--- src/rtl/serial_adder.sv ---
// Bit-serial WIDTH-bit adder with valid/ready handshakes on operands and result.
// Optional signed-overflow output is enabled by defining SERIAL_ADDER_OVF_EN.
module serial_adder #(
    parameter int WIDTH = 8
) (
    input  logic             clk,
    input  logic             rst_n,
    input  logic             in_valid,
    output logic             in_ready,
    input  logic [WIDTH-1:0] a,
    input  logic [WIDTH-1:0] b,
    input  logic             cin,
    output logic             out_valid,
    input  logic             out_ready,
    output logic [WIDTH-1:0] sum,
    output logic             carry,
    output logic             busy
`ifdef SERIAL_ADDER_OVF_EN
    ,
    output logic             overflow
`endif
);

    localparam int CW = (WIDTH > 1) ? $clog2(WIDTH) : 1;

    typedef enum logic [1:0] {
        IDLE,
        RUN,
        DONE
    } state_t;

    state_t           state;
    state_t           state_next;
    logic [WIDTH-1:0] a_sh;
    logic [WIDTH-1:0] b_sh;
    logic [WIDTH-1:0] sum_sh;
    logic             carry_q;
    logic [CW-1:0]    bit_cnt;
    logic             last_bit;
    logic             ha0;
    logic             c0;
    logic             c1;
    logic             s_bit;
    logic             c_next;

    // Full-adder cell built from two cascaded half adders.
    assign ha0      = a_sh[0] ^ b_sh[0];
    assign c0       = a_sh[0] & b_sh[0];
    assign s_bit    = ha0 ^ carry_q;
    assign c1       = ha0 & carry_q;
    assign c_next   = c0 | c1;
    assign last_bit = (bit_cnt == CW'(WIDTH - 1));

    always_ff @(posedge clk or negedge rst_n) begin
        if (!rst_n) begin
            state <= IDLE;
        end else begin
            state <= state_next;
        end
    end

    always_comb begin
        state_next = state;
        unique case (state)
            IDLE: if (in_valid) state_next = RUN;
            RUN:  if (last_bit) state_next = DONE;
            DONE: if (out_ready) state_next = IDLE;
            default: state_next = IDLE;
        endcase
    end

    // Datapath: operands shift out LSB first, sum bits enter from the MSB side.
    always_ff @(posedge clk or negedge rst_n) begin
        if (!rst_n) begin
            a_sh    <= '0;
            b_sh    <= '0;
            sum_sh  <= '0;
            carry_q <= 1'b0;
            bit_cnt <= '0;
        end else begin
            case (state)
                IDLE: begin
                    if (in_valid) begin
                        a_sh    <= a;
                        b_sh    <= b;
                        carry_q <= cin;
                        bit_cnt <= '0;
                    end
                end
                RUN: begin
                    a_sh    <= a_sh >> 1;
                    b_sh    <= b_sh >> 1;
                    sum_sh  <= {s_bit, sum_sh[WIDTH-1:1]};
                    carry_q <= c_next;
                    bit_cnt <= bit_cnt + CW'(1);
                end
                default: ;
            endcase
        end
    end

    assign in_ready  = (state == IDLE);
    assign out_valid = (state == DONE);
    assign busy      = (state != IDLE);
    assign sum       = sum_sh;
    assign carry     = carry_q;

`ifdef SERIAL_ADDER_OVF_EN
    logic c_msb;

    // Carry into the MSB is the carry flop value while the last bit is processed.
    always_ff @(posedge clk or negedge rst_n) begin
        if (!rst_n) begin
            c_msb <= 1'b0;
        end else if (state == RUN && last_bit) begin
            c_msb <= carry_q;
        end
    end

    assign overflow = (state == DONE) && (c_msb ^ carry_q);
`endif

endmodule

--- config.mk ---
export PLATFORM = sky130hd
export DESIGN_NAME = serial_adder
export DESIGN_NICKNAME = d
export VERILOG_FILES = /design/src/rtl/serial_adder.sv
export SDC_FILE = /design/constraint.sdc
export NUM_CORES = 1
export LEC_CHECK = 0
export ABC_AREA = 1
export ABC_CLOCK_PERIOD_IN_PS = 1200
export CAP_MARGIN = 0
export CORE_AREA = 2 2 58 60
export DETAILED_ROUTE_END_ITERATION = 16
export DIE_AREA = 0 0 60 62
export GPL_TIMING_DRIVEN = 0
export PLACE_DENSITY_LB_ADDON = 0.2
export SETUP_SLACK_MARGIN = 0.02
export SLEW_MARGIN = 20
export SYNTH_ARGS = -nofsm -noshare
export SYNTH_HDL_FRONTEND = slang
export SYNTH_SLANG_ARGS = --single-unit
--- constraint.sdc ---
create_clock -name clk -period 1.2 [get_ports clk]
set_input_delay 0.12 -clock clk [delete_from_list [all_inputs] [get_ports clk]]
set_output_delay 0.12 -clock clk [all_outputs]
set_load 0.03 [all_outputs]
=== Yosys cells after proc, flatten, opt, wreduce, memory -nomap -nowiden ===
Index checks and enable logic that the tools add are counted.

* Reduce and logical (&&, ||, !) cells: 5
* Add/sub/neg operators: 1
* Bitwise operators: 5
* Equal/unequal tests: 6
* Mux-type cells: 12

{| class="wikitable"
|+ Operators by type and width
! kind !! count
|-
| one-hot mux 8 bit (2 select lines) || 2
|-
| 2-to-1 mux 8 bit || 2
|-
| 2-to-1 mux 2 bit || 3
|-
| one-hot mux 2 bit (3 select lines) || 1
|-
| one-hot mux 3 bit (2 select lines) || 1
|-
| inequality test 2 bit (second input constant) || 2
|-
| nonzero test 2 bit || 2
|-
| adder 3 x 1 -> 3 bit (second input constant) || 1
|-
| == test 3 bit (second input constant) || 1
|-
| 2-to-1 mux 3 bit || 1
|-
| AND reduction 3 bit || 1
|-
| AND 1 bit || 2
|-
| == test 2 x 1 -> 1 bit (second input constant) || 1
|-
| == test 2 bit (second input constant) || 1
|-
| logical NOT 2 bit || 1
|-
| inequality test 2 x 1 -> 1 bit (second input constant) || 1
|-
| one-hot mux 1 bit (2 select lines) || 1
|-
| AND reduction 2 bit || 1
|-
| bitwise XOR 1 bit || 2
|-
| 2-to-1 mux 1 bit || 1
|-
| bitwise OR 1 bit || 1
|}

* Register bits after elaboration: 30
* Logic and storage cells: 35
* Output and inout bits: 12
* Input port bits: 21

=== Logic depth before layout (Yosys ltp) ===
* Depth in word-level cells: 4
* Depth in mapped cells: 7
* Gate-level depth less buffers: 6

=== Worst setup path before layout ===
Ideal clock, no wire load.

* Kind: reg2out
* Start: register state[0]
* End: output busy
* Data arrival time: 1.392 ns
* Stages on the path, launching flop included: 4
* Path slack: -0.312 ns
* Required time: 1.080 ns
* Cells stage by stage: dfrtp_1 -> buf_2 -> nor2_1 -> inv_1

* Longest elaborated chain between the ends: 1

{| class="wikitable"
|+ Ends and longest elaborated chain
! what !! RTL line !! text
|-
| from (decl) || 32 || <nowiki>state_t state;</nowiki>
|-
| from (signal assigned) || 58 || <nowiki>state <= state_next;</nowiki>
|-
| nonzero test 2 bit || 104 || <nowiki>assign busy = (state != IDLE);</nowiki>
|-
| to (decl) || 17 || <nowiki>output logic busy</nowiki>
|}

No other way between the ends.

=== Worst setup path in the final report ===
Same ends and word-level chain as after synthesis.

==> impl_results.md <==
* Hold Fails Final Rpt at 0
* Psw at 2.180 mW
* CP max stage delay at 0.43 ns
* Layout cells sized above 1 at 20.33%
* Complex-gate fraction of the synthesized area at 4.859%
* Die Y at 62 um
* Worst slew pin tran at 0.6631 ns
* Clock power share at 12.3%
* Distinct cell type count after synthesis at 18
* Flop-to-flop setup slack at -0.02 ns
* N_diodes at 0
* Most used cell, CP: buf_6
* Num ports at 33
* Slew headroom at 55.79%
* Critical-path top delay cell: dfrtp_1
* Worst Path Buf+Inv at 3
* Crit path arrival time at 1.18 ns
* Placed Area at 1849 sq um
* Avg Inst Size Synth at 7.725 sq um
* FP Rows at 21
* Total track usage at 17.41%
* Final min period at 1.301 ns
* PortBufs at 32
* RSZ-0062 raised after global routing: yes
* Post-synthesis cell count at 190
* Total power at 5.151 mW
* Slew Limit Fails at 0
* Worst Setup Start Kind: flip-flop
* Hold path depth at 2
* Clock sink count at 30
* CTS tree: yes
* Crit Path Max Fanout at 3
* Initial Utilization at 46.16%
* Seq/Total Area, Yosys at 51.15%
* Outcome: finished, violations left
* Synth Net Count at 214
* Worst setup startpoint: state[0]
* Worst setup skew after layout at 0.006130 ns
* Total Wirelength at 3.073 mm
* Setup-failing EPs final at 11
* Critical Path Sink Type: output pin
* Syn. warnings at 0
* CP Depth at 4
* Starting DRC count in detailed routing at 61
* Critical path cell sequence: buf_6 -> nor2_4 -> inv_2 -> buf_6
* Chip width at 60 um
* Filler instances at 265
* Peak supply drop at 0.001071 V
* Crit Path Class: reg -> out
* CP endpoint: busy
* Mapped Area at 1468 sq um
* Clk buf depth at 2
* Cell area power density at 2449 nW/um^2
* CP Data Required Time at 1.08 ns
* Via-per-instance ratio at 4.491
* Post-synthesis mux area share at 0%
* Largest net degree at the start of global routing at 31
* Gate power share at 53.6%
* Period utilisation layout at 108.4%
* Routed Antenna Nets at 0
* Vias in the first global route at 1128
* Hpwl dp at 1.947 mm
* Reg2Reg Depth at 7
* Post-route cell area at 2103 sq um
* Worst hold path type: in -> reg
* CP top delay family: flip-flops
* Setup TNS at -0.2659 ns
* Yosys reg bits at 30
* Overflow after GRT at 0
* Clock root cell: clkbuf_4
* Reg-to-Reg End: b_sh[3]
* Via count at 1289
* Main combinational cell family by area after synthesis: simple AND/OR/NAND/NOR gates
* Latest clock arrival within the worst-skew pair at 0.33 ns
* Finished Core Util at 66.16%
* Violations in the final reports: setup timing
* Final nets at 264
* Leak pwr at 1.126 nW
* Initial antenna violation count at 0
* Worst reg2reg path startpoint: state[0]
* Setup slack after layout at -0.1013 ns
* Int Pwr at 2.971 mW
* WHS at 0.3337 ns
* Syn-to-layout area delta at 43.31%
* Clock-pin slew on the worst setup and hold paths at 0.10 ns
* Synth Area in Adders at 3.069%
* 1st-pass router iterations at 5
* Synth Area in Simple Gates at 28.05%
* Post-Synth XOR/XNOR Area at 0%
* Core box area at 3179 sq um
* Sequential share of power at 34.2%
* Max-cap viol count at 0
* Routed WL per cell at 10.71 um
* Sw Ratio at 42.32%
* Peak Freq at 768.5 MHz
* Die area at 3720 sq um
* Depth of the CTS H-tree at 2
* TritonCTS Buffers at 5
* Gpl congestion at 0.7540
* Drt drc at 0
* First-pass GRT wire length at 4.705 mm
==> power groups by stage <==
| stage | Combinational [mW] | Sequential [mW] | Clock (mW) |
|---|---|---|---|
| after floorplan | 1.33 | 2.00 | 0 |
| after global placement | 2.25 | 1.76 | 0 |
| after detailed placement | 2.31 | 1.78 | 0 |
| final | 2.76 | 1.76 | 0.633 |
| after global routing | 3.07 | 1.82 | 0.690 |
| after CTS | 2.50 | 1.76 | 0.649 |
==> worst min path at each step <==
stage                          start          to  slack [ns]
after global routing       out_ready    state[1]        0.34
after global placement    bit_cnt[1]  bit_cnt[1]        0.46
after floorplan                rst_n     a_sh[0]       -0.18
final                      out_ready    state[1]        0.33
after CTS                  out_ready    state[1]        0.33
after detailed placement       rst_n  bit_cnt[2]        0.19
==> layout by cell type (no fill, tap or decap), types with 2 or more instances in the layout <==
master / synthesis / routed
buf_2: 5 / 3
buf_4: 1 / 10
buf_6: 1 / 6
buf_8: 0 / 2
clkbuf_16: 0 / 2
clkbuf_2: 0 / 2
clkbuf_4: 0 / 5
clkdlybuf4s15_2: 0 / 5
clkdlybuf4s50_1: 0 / 19
dfrtp_1: 30 / 28
dfrtp_2: 0 / 2
ha_1: 2 / 2
inv_1: 36 / 35
nand2_1: 74 / 74
nand2_8: 0 / 2
nand3_1: 18 / 18
nor2_4: 0 / 3
o21ai_0: 10 / 8
o21ai_1: 0 / 2
==> kinds of logic (layout without fill, tap and decap cells) <==
kind of cell / count (synthesis) / in the layout
buffers and inverters: 45 / 96
DFF: 30 / 30
and+or+nand+nor: 99 / 99
AOI/OAI and AO/OA: 13 / 13
adders and majority gates: 3 / 3
==> worst reg2reg max path, stage by stage (launching register included) <==
cell and delay (ns):
dfrtp_1 0.43, buf_4 0.18, nand2_8 0.11, nand2_8 0.09, inv_8 0.10, clkbuf_16 0.15, nand2_1 0.04, nand2_1 0.06
==> area by class of cell <==
class | instances | area, sq um | area share [%]
repair buffers | 43 | 425.4 | 20.23
well taps | 46 | 57.56 | 2.736
plain buffers | 7 | 78.83 | 3.748
flip-flops and latches | 30 | 753.2 | 35.81
clock inverters | 1 | 5.005 | 0.2380
multi-input cells | 115 | 573.1 | 27.25
clock buffers | 7 | 55.05 | 2.617
inverters | 38 | 155.1 | 7.377
==> metrics by stage <==
stage / cells / setup WS (ns)
after floorplan: 190 / 0.04707
after global placement: 268 / -0.6240
after detailed placement: 268 / -0.3629
after CTS: 281 / -0.1123
after global routing: 287 / -0.1515
final: 287 / -0.1013
==> what timing repair did <==
action / CTS / global route
setup buffers: 4 / 3
gates cloned: 0 / 3
gates resized for setup: 63 / 17
hold endpoints to repair: 30 / 0
setup endpoints to repair: 28 / 26
hold buffers: 1 / 0
pin swaps: 1 / 2
==> per-layer routing <==
layer / track usage, % / part of all wire, % / vias up
met5: 0 / 0 / -
met4: 5.397 / 1.9 / 0
met1: 21.04 / 45 / 582
met3: 6.211 / 5.0 / 7
met2: 29.35 / 48 / 32
li1: - / - / 668
==> state kept, by name, indices dropped and copies added (netlist names) <==
register / count
a_sh: 8
b_sh: 8
sum: 8
bit_cnt: 3
state: 2
carry: 1
==> synthesized netlist by cell type, drive strengths merged <==
cell type  number  area (sq um)
nand2          77         306.5
inv            38         145.1
dfrtp          30         750.7
nand3          18         90.09
o21ai          10         50.05
buf             7         43.79
nor2            4         15.01
a21oi           2         13.76
ha              2         25.02
fa              1         20.02
o31ai           1         7.510
No activity file was read; power rests on OpenSTA's default activity.
